$ cat config.mk
export PLATFORM = sky130hd
export DESIGN_NAME = popcount8_enum
export DESIGN_NICKNAME = d
export VERILOG_FILES = /design/src/rtl/popcount8_enum.sv
export SDC_FILE = /design/constraint.sdc
export NUM_CORES = 1
export LEC_CHECK = 0
export ABC_CLOCK_PERIOD_IN_PS = 3260
export CAP_MARGIN = 20
export CORE_MARGIN = 4
export CORE_UTILIZATION = 30
export CTS_BUF_LIST = sky130_fd_sc_hd__clkbuf_4
export DETAILED_ROUTE_END_ITERATION = 6
export GPL_TIMING_DRIVEN = 0
export SYNTH_ARGS = -nofsm -noshare
export SYNTH_HDL_FRONTEND = slang
export SYNTH_SLANG_ARGS = --single-unit
$ cat constraint.sdc
create_clock -name CLK -period 3.26 [get_ports CLK]
set_input_delay 0.652 -clock CLK [delete_from_list [all_inputs] [get_ports CLK]]
set_output_delay 0.652 -clock CLK [all_outputs]
set_load 0.01 [all_outputs]
$ cat src/rtl/popcount8_enum.sv
// Enumerates, in ascending order, every 8-bit word whose population count equals a requested K.
// Each word is streamed over a valid/ready handshake; a request with K > 8 is rejected with a one-cycle err pulse.
`timescale 1ns/1ps
module popcount8_enum (
    input  logic       CLK,
    input  logic       RESET,
    input  logic [3:0] K,
    input  logic       start_valid,
    output logic       start_ready,
    output logic [7:0] O,
    output logic       O_valid,
    input  logic       O_ready,
    output logic [6:0] O_idx,
    output logic       last,
    output logic       err
);
    localparam int unsigned W    = 8;
    localparam int unsigned KW   = 4;
    localparam int unsigned IDXW = 7;

    typedef enum logic [0:0] {IDLE = 1'b0, EMIT = 1'b1} state_t;

    state_t          state_q;
    state_t          state_d;
    logic [KW-1:0]   k_q;
    logic [2:0]      low_pos;
    logic [W-1:0]    low_bit;
    logic [W:0]      sum9;
    logic [W:0]      ripple;
    logic [W-1:0]    next_word;

    // Smallest word with k ones: the k low bits set.
    function automatic logic [W-1:0] first_word(input logic [KW-1:0] k);
        return W'((16'd1 << k) - 16'd1);
    endfunction

    // Largest word with k ones: the k high bits set; k = 0 gives 0x00.
    function automatic logic [W-1:0] high_word(input logic [KW-1:0] k);
        return W'(16'h00FF << (4'd8 - k));
    endfunction

    // State register.
    always_ff @(posedge CLK) begin
        if (RESET) begin
            state_q <= IDLE;
        end else begin
            state_q <= state_d;
        end
    end

    // Next-state logic.
    always_comb begin
        state_d = state_q;
        case (state_q)
            IDLE: if (start_valid && (K <= 4'd8)) state_d = EMIT;
            EMIT: if (O_valid && O_ready && last) state_d = IDLE;
            default: state_d = IDLE;
        endcase
    end

    // Output decode from state only.
    always_comb begin
        start_ready = 1'b0;
        start_ready = (state_q == IDLE);
    end

    // Gosper step: next larger word with the same popcount; the sum is kept 9 bits wide.
    always_comb begin
        low_pos = 3'd0;
        for (int i = W - 1; i >= 0; i--) begin
            if (O[i]) low_pos = 3'(i);
        end
        low_bit   = O & (~O + W'(1));
        sum9      = {1'b0, O} + {1'b0, low_bit};
        ripple    = (({1'b0, O} ^ sum9) >> 2) >> low_pos;
        next_word = W'(ripple | sum9);
    end

    // Registered stream outputs and captured K.
    always_ff @(posedge CLK) begin
        if (RESET) begin
            O       <= '0;
            O_valid <= 1'b0;
            O_idx   <= '0;
            last    <= 1'b0;
            err     <= 1'b0;
            k_q     <= '0;
        end else begin
            err <= 1'b0;
            case (state_q)
                IDLE: begin
                    if (start_valid) begin
                        if (K <= 4'd8) begin
                            k_q     <= K;
                            O       <= first_word(K);
                            O_idx   <= '0;
                            last    <= (first_word(K) == high_word(K));
                            O_valid <= 1'b1;
                        end else begin
                            err <= 1'b1;
                        end
                    end
                end
                EMIT: begin
                    if (O_ready) begin
                        if (last) begin
                            O_valid <= 1'b0;
                            last    <= 1'b0;
                        end else begin
                            O     <= next_word;
                            O_idx <= O_idx + IDXW'(1);
                            last  <= (next_word == high_word(k_q));
                        end
                    end
                end
                default: O_valid <= 1'b0;
            endcase
        end
    end
endmodule

# Word-level counts from Yosys, hierarchy flattened
# Index checks and enable logic that the tools add are counted.
# word_totals
ff_bits	23
input_bits	8
output_inout_bits	19
word_cells	71
# classes
n_addsub	6
n_lt_le_gt_ge	1
eq_ne	7
shifts	4
n_mux	32
bitwise_logic	6
reduce_logical	8
# op_table
operator	n
8-bit 2-to-1 mux	4
7-bit 2-to-1 mux	4
3-bit 2-to-1 mux	8
8-bit equality test	2
8-bit one-hot mux with 2 select lines	1
8-bit by 4-bit << shifter with 8-bit output (first input constant)	2
7-bit one-hot mux with 2 select lines	1
1-bit 2-to-1 mux	11
8-bit by 8-bit adder with 9-bit output	1
8-bit by 9-bit XOR with 9-bit output	1
8-bit by 1-bit adder with 8-bit output (second input constant)	1
8-bit bitwise AND	1
2-bit != test (second input constant)	4
8-bit NOT	1
8-bit bitwise OR	1
4-bit AND reduction	2
1-bit by 4-bit << shifter with 8-bit output (first input constant)	1
7-bit by 3-bit right shift with 8-bit output	1
4-bit subtractor (first input constant)	2
8-bit by 1-bit subtractor with 8-bit output (second input constant)	1
7-bit by 1-bit adder with 7-bit output (second input constant)	1
1-bit one-hot mux with 2 select lines	3
3-bit AND reduction	2
4-bit <= comparator (second input constant)	1
4 further kinds	7

# Longest topological paths before layout
# depth
depth_word	14
ltp_mapped	13
mapped_depth_nobuf	13

# Least setup slack after synthesis
# No wires, ideal clock.
# synth_path
kind	in2reg
startpoint	input K[2]
endpoint	register last
t_arrival_ns	2.871
t_required_ns	3.173
slack_ns	0.302
stages	13
path_cell_list	clkbuf_1 inv_1 ha_1 nand2b_1 ha_1 nand2_1 mux2i_1 a2bb2oi_1 a22oi_1 or4_1 nor3_1 a211oi_1 o31ai_1
# synth_between
elab_chain_cells	6
# synth_rtl
item	line	text
start: declaration	7	input logic [3:0] K,
4-bit subtractor / 1-bit by 4-bit << shifter with 8-bit output (equally long branches)	39, 34	
8-bit by 4-bit << shifter with 8-bit output / 8-bit by 1-bit subtractor with 8-bit output (equally long branches)	39, 34	
8-bit equality test	97	last <= (first_word(K) == high_word(K));
1-bit 2-to-1 mux	93	if (K <= 4'd8) begin
1-bit 2-to-1 mux	92	if (start_valid) begin
1-bit one-hot mux with 2 select lines	90	case (state_q)
end signal: assignment	97	
end signal: assignment	112	last <= (next_word == high_word(k_q));
end: declaration	14	output logic last,
# Parallel ways exist; a longest one is shown, timed or not. The select of a mux whose other input is x is not followed.
# A chain may end at the register's enable or synchronous reset.

# Worst setup path in the final report
# layout_path
startpoint	register O[4]
endpoint	register last
# layout_between
elab_chain_cells	11
# layout_rtl
item	line	text
start: declaration	10	output logic [7:0] O,
start signal: assignment	95	O <= first_word(K);
start signal: assignment	110	O <= next_word;
8-bit NOT / 3-bit 2-to-1 mux (equally long branches)	73, 71	
8-bit by 1-bit adder with 8-bit output / 3-bit 2-to-1 mux (equally long branches)	73, 71	
8-bit bitwise AND / 3-bit 2-to-1 mux (equally long branches)	73, 71	
8-bit by 8-bit adder with 9-bit output / 3-bit 2-to-1 mux (equally long branches)	74, 71	
8-bit by 9-bit XOR with 9-bit output / 3-bit 2-to-1 mux (equally long branches)	75, 71	
7-bit by 3-bit right shift with 8-bit output	75	ripple = (({1'b0, O} ^ sum9) >> 2) >> low_pos;
8-bit bitwise OR *	76	next_word = W'(ripple | sum9);
8-bit equality test *	112	
1-bit 2-to-1 mux *	106	if (last) begin
1-bit 2-to-1 mux *	105	if (O_ready) begin
1-bit one-hot mux with 2 select lines *	90	
# Mark *: on every way between the ends. The rest lies on a longest branch, timed or not. The select of a mux whose other input is x is not followed.

==> impl_results.md <==
* Inserted Diodes at 0
* WL/cell at 14.4 um
* First-pass GRT wire length at 11400 um
* Peak VDD IR at ~0.15 mV
* Psw at 444 uW
* Fraction of power consumed by sequential logic at 0.311
* Sequential area share after synthesis at 0.194
* CTS Buf Count at 3
* Headroom to the max-slew limit at 0.472
* Critical path's largest stage delay at 550 ps
* Outcome: finished, violations left
* Synth cell types at 57
* Fillers at 826
* Worst Clk Skew at 6.39 ps
* Largest net degree at the start of global routing at 14
* Unrepaired setup endpoints after global routing: false
* Clk buf depth at 2
* CTS tree: done
* Worst hold start: O_idx[6]
* Internal power at 580 uW
* CTS Hold Bufs at 0
* Leakage at 1.07 nW
* Delay-heaviest family, CP: compound AO/OA/AOI/OAI gates
* Vias per inst at approximately 5.4
* Comb pwr share at 0.560
* CP startpoint kind: flip-flop
* Clock root cell: clkbuf_4
* Power share of the clock group at 0.129
* Final min period at approximately 3100 ps
* Area of the core at 0.00769 mm^2
* Syn-to-layout area delta at 19.7%
* Initial antenna violation count at 0
* Crit path required time at between 3000 and 4000 ps
* Vias at 2536
* # port buffers at 26
* Final Util at 0.369
* # Max-Cap Violations at 0
* HPWL Detailed at around 5200 um
* # H-tree levels at 1
* Failing checks: design-rule violations
* Register bit total from synthesis at 23
* DIE WIDTH at 96.9 um
* Worst skew pair latency at 310 ps
* Nets at 388
* Core Rows at 32
* Worst slew pin tran at 786 ps
* # IOs at 27
* Post-synth EDFFs at 0
* HP Class: reg2reg
* Worst Setup Path Type: reg2reg
* Vias in the first global route at roughly 2.4k
* Crit path capture type: flip-flop
* Worst R2R Start: O[4]
* Switching share of power at 0.434
* Netlist Area Pre-Place at 0.00237 mm^2
* RePlAce Congestion at 0.922
* Final setup fails at 0
* Final ANT Viol Nets at 0
* CTS clk-pin slew, worst paths at 130 ps
* Drt total wl at just under 7000 um
* Global route overflow at 0
* Cell-by-cell trace of the critical path: nand2b_1, o2111a_1, clkbuf_1, and3_4, a22o_2, a211oi_2, or4b_1, a21oi_1, a41oi_1, o31ai_1
* Power density cells at 361 mW/mm^2
* Die footprint at 0.00938 mm^2
* Peak Freq at 0.322 GHz
* Pins over their slew limit at 0
* Clock sinks at 23
* Crit-path slowest cell: dfxtp_1
* Worst setup startpoint: O[4]
* Final hold vios at 0
* Layout cells sized above 1 at 0.107
* Syn Inst Count at 333
* Die Ht at 96.9 um
* Post-synth top flop: dfxtp_1
* Synth warn at 0
* Setup TNS Final at 0 ps
* Max FO, Critical Path at 9
* Crit path buf inv count at 1
* Iter 0 DRT Violations at roughly 180
* Synth Area per Inst at 7.11 um^2
* Initial Utilization at 0.308
* Asr flop ratio synth at 0
* WP data arrival at around 3300 ps
* Setup slack, reg-to-reg at 150 ps
* DRC errors left at 1
* Crit share post-route at 0.953
* DRT Pass-1 Iters at 7
* Total track usage at 0.140
* Mapped Nets at 355
-- worst reg2reg max path, cell delays in order, from the launching register on --
cell      delay (ps)
dfxtp_1          550
nand2b_1         220
o2111a_1         190
clkbuf_1         380
and3_4           310
a22o_2           160
a211oi_2         120
or4b_1           510
a21oi_1          170
a41oi_1           70
o31ai_1          340
-- registers in the layout, summed over array words and instances (netlist names) --
signal and flops:
state_q 1, O_valid 1, k_q 4, O_idx 7
O 8, last 1, err 1
-- cell usage in the layout (no fill, tap or decap), types with 4 or more instances in the layout --
cell type / synthesis / layout
nand3_1: 8 / 8
ha_1: 14 / 11
xor2_1: 5 / 5
a21oi_1: 22 / 22
nand2_1: 22 / 22
a211oi_1: 7 / 6
a22oi_1: 5 / 5
clkdlybuf4s50_1: 0 / 23
or2_2: 4 / 4
xnor2_1: 8 / 8
mux2i_1: 11 / 11
dfxtp_1: 23 / 23
nand4_1: 9 / 9
o21ai_0: 20 / 17
clkbuf_1: 16 / 13
nor2_1: 51 / 51
buf_2: 4 / 4
nand2b_1: 9 / 9
inv_1: 15 / 15
nor2b_1: 10 / 10
nor3_1: 13 / 12
-- layout make-up --
type / instances / area [um^2] / share of cell area
Timing Repair Buffer: 28 / 275 / 0.0971
Inverter: 16 / 60.1 / 0.0212
Buffer: 23 / 110 / 0.0389
Tap cell: 102 / 128 / 0.0450
Clock inverter: 1 / 5.00 / 0.00177
Clock buffer: 3 / 22.5 / 0.00795
Sequential cell: 23 / 460 / 0.162
Multi-Input combinational cell: 271 / 1770 / 0.626
-- synth_stat cells (9+ instances only) --
master	count	area, um^2
nor2_1	51	191
o21ai_0	20	100
a21oi_1	22	110
nor2b_1	10	62.6
clkbuf_1	16	60.1
nand2_1	22	82.6
mux2i_1	11	110
ha_1	14	175
nor3_1	13	65.1
nand4_1	9	56.3
nand2b_1	9	56.3
dfxtp_1	23	460
inv_1	15	56.3
-- power by group through the flow --
stage | logic [mW] | clock network, mW | registers [mW]
after floorplan | 0.404 | 0 | 0.325
after global placement | 0.545 | 0 | 0.324
after detailed placement | 0.553 | 0 | 0.325
after CTS | 0.560 | 0.137 | 0.318
after global routing | 0.630 | 0.147 | 0.321
final | 0.573 | 0.132 | 0.319
-- per-stage QoR --
stage / total power [mW] / cells / hold WS, ps / area (um^2) / setup WS, ps
2_1_floorplan: 0.730 / 333 / 473 / 2370 / 302
3_3_place_gp: 0.869 / 461 / 468 / 2760 / -774
3_5_place_dp: 0.878 / 461 / 490 / 2760 / -801
4_1_cts: 1.02 / 467 / 504 / 2810 / 35.5
5_1_grt: 1.10 / 467 / 554 / 2830 / 23.8
6_report: 1.02 / 467 / 497 / 2830 / 154
-- logic make-up after synthesis --
logic type	Yosys count	synth area share
buffers and inverters	39	0.0671
muxes	13	0.0560
DFF	23	0.194
and+or+nand+nor	141	0.298
adders and majority gates	15	0.0782
AOI/OAI and AO/OA	89	0.258
xor gates and xnor gates	13	0.0481
-- final timing paths --
path | endpoint | depth (start not counted)
setup / recovery | last | 10
hold / removal | O_idx[6] | 2
setup reg to reg | last | 10
hold reg to reg | O_idx[6] | 2
-- layer usage --
layer / share of wire / vias up / wire (um) / GRT usage
met3: 0.058 / 17 / 390 / 0.0115
li1: - / 1260 / - / -
met4: 0.024 / 0 / 159 / 0.0400
met1: 0.45 / 1145 / 3040 / 0.187
met5: 0 / - / 0 / 0
met2: 0.47 / 114 / 3140 / 0.238
-- timing repair --
| item | 4_1_cts | 5_1_grt |
|---|---|---|
| pin swaps | 1 | 0 |
| setup buffers | 2 | 0 |
| endpoints found under the setup margin | 3 | 1 |
| resized for setup | 8 | 12 |
(Power assumes the default switching activity.)
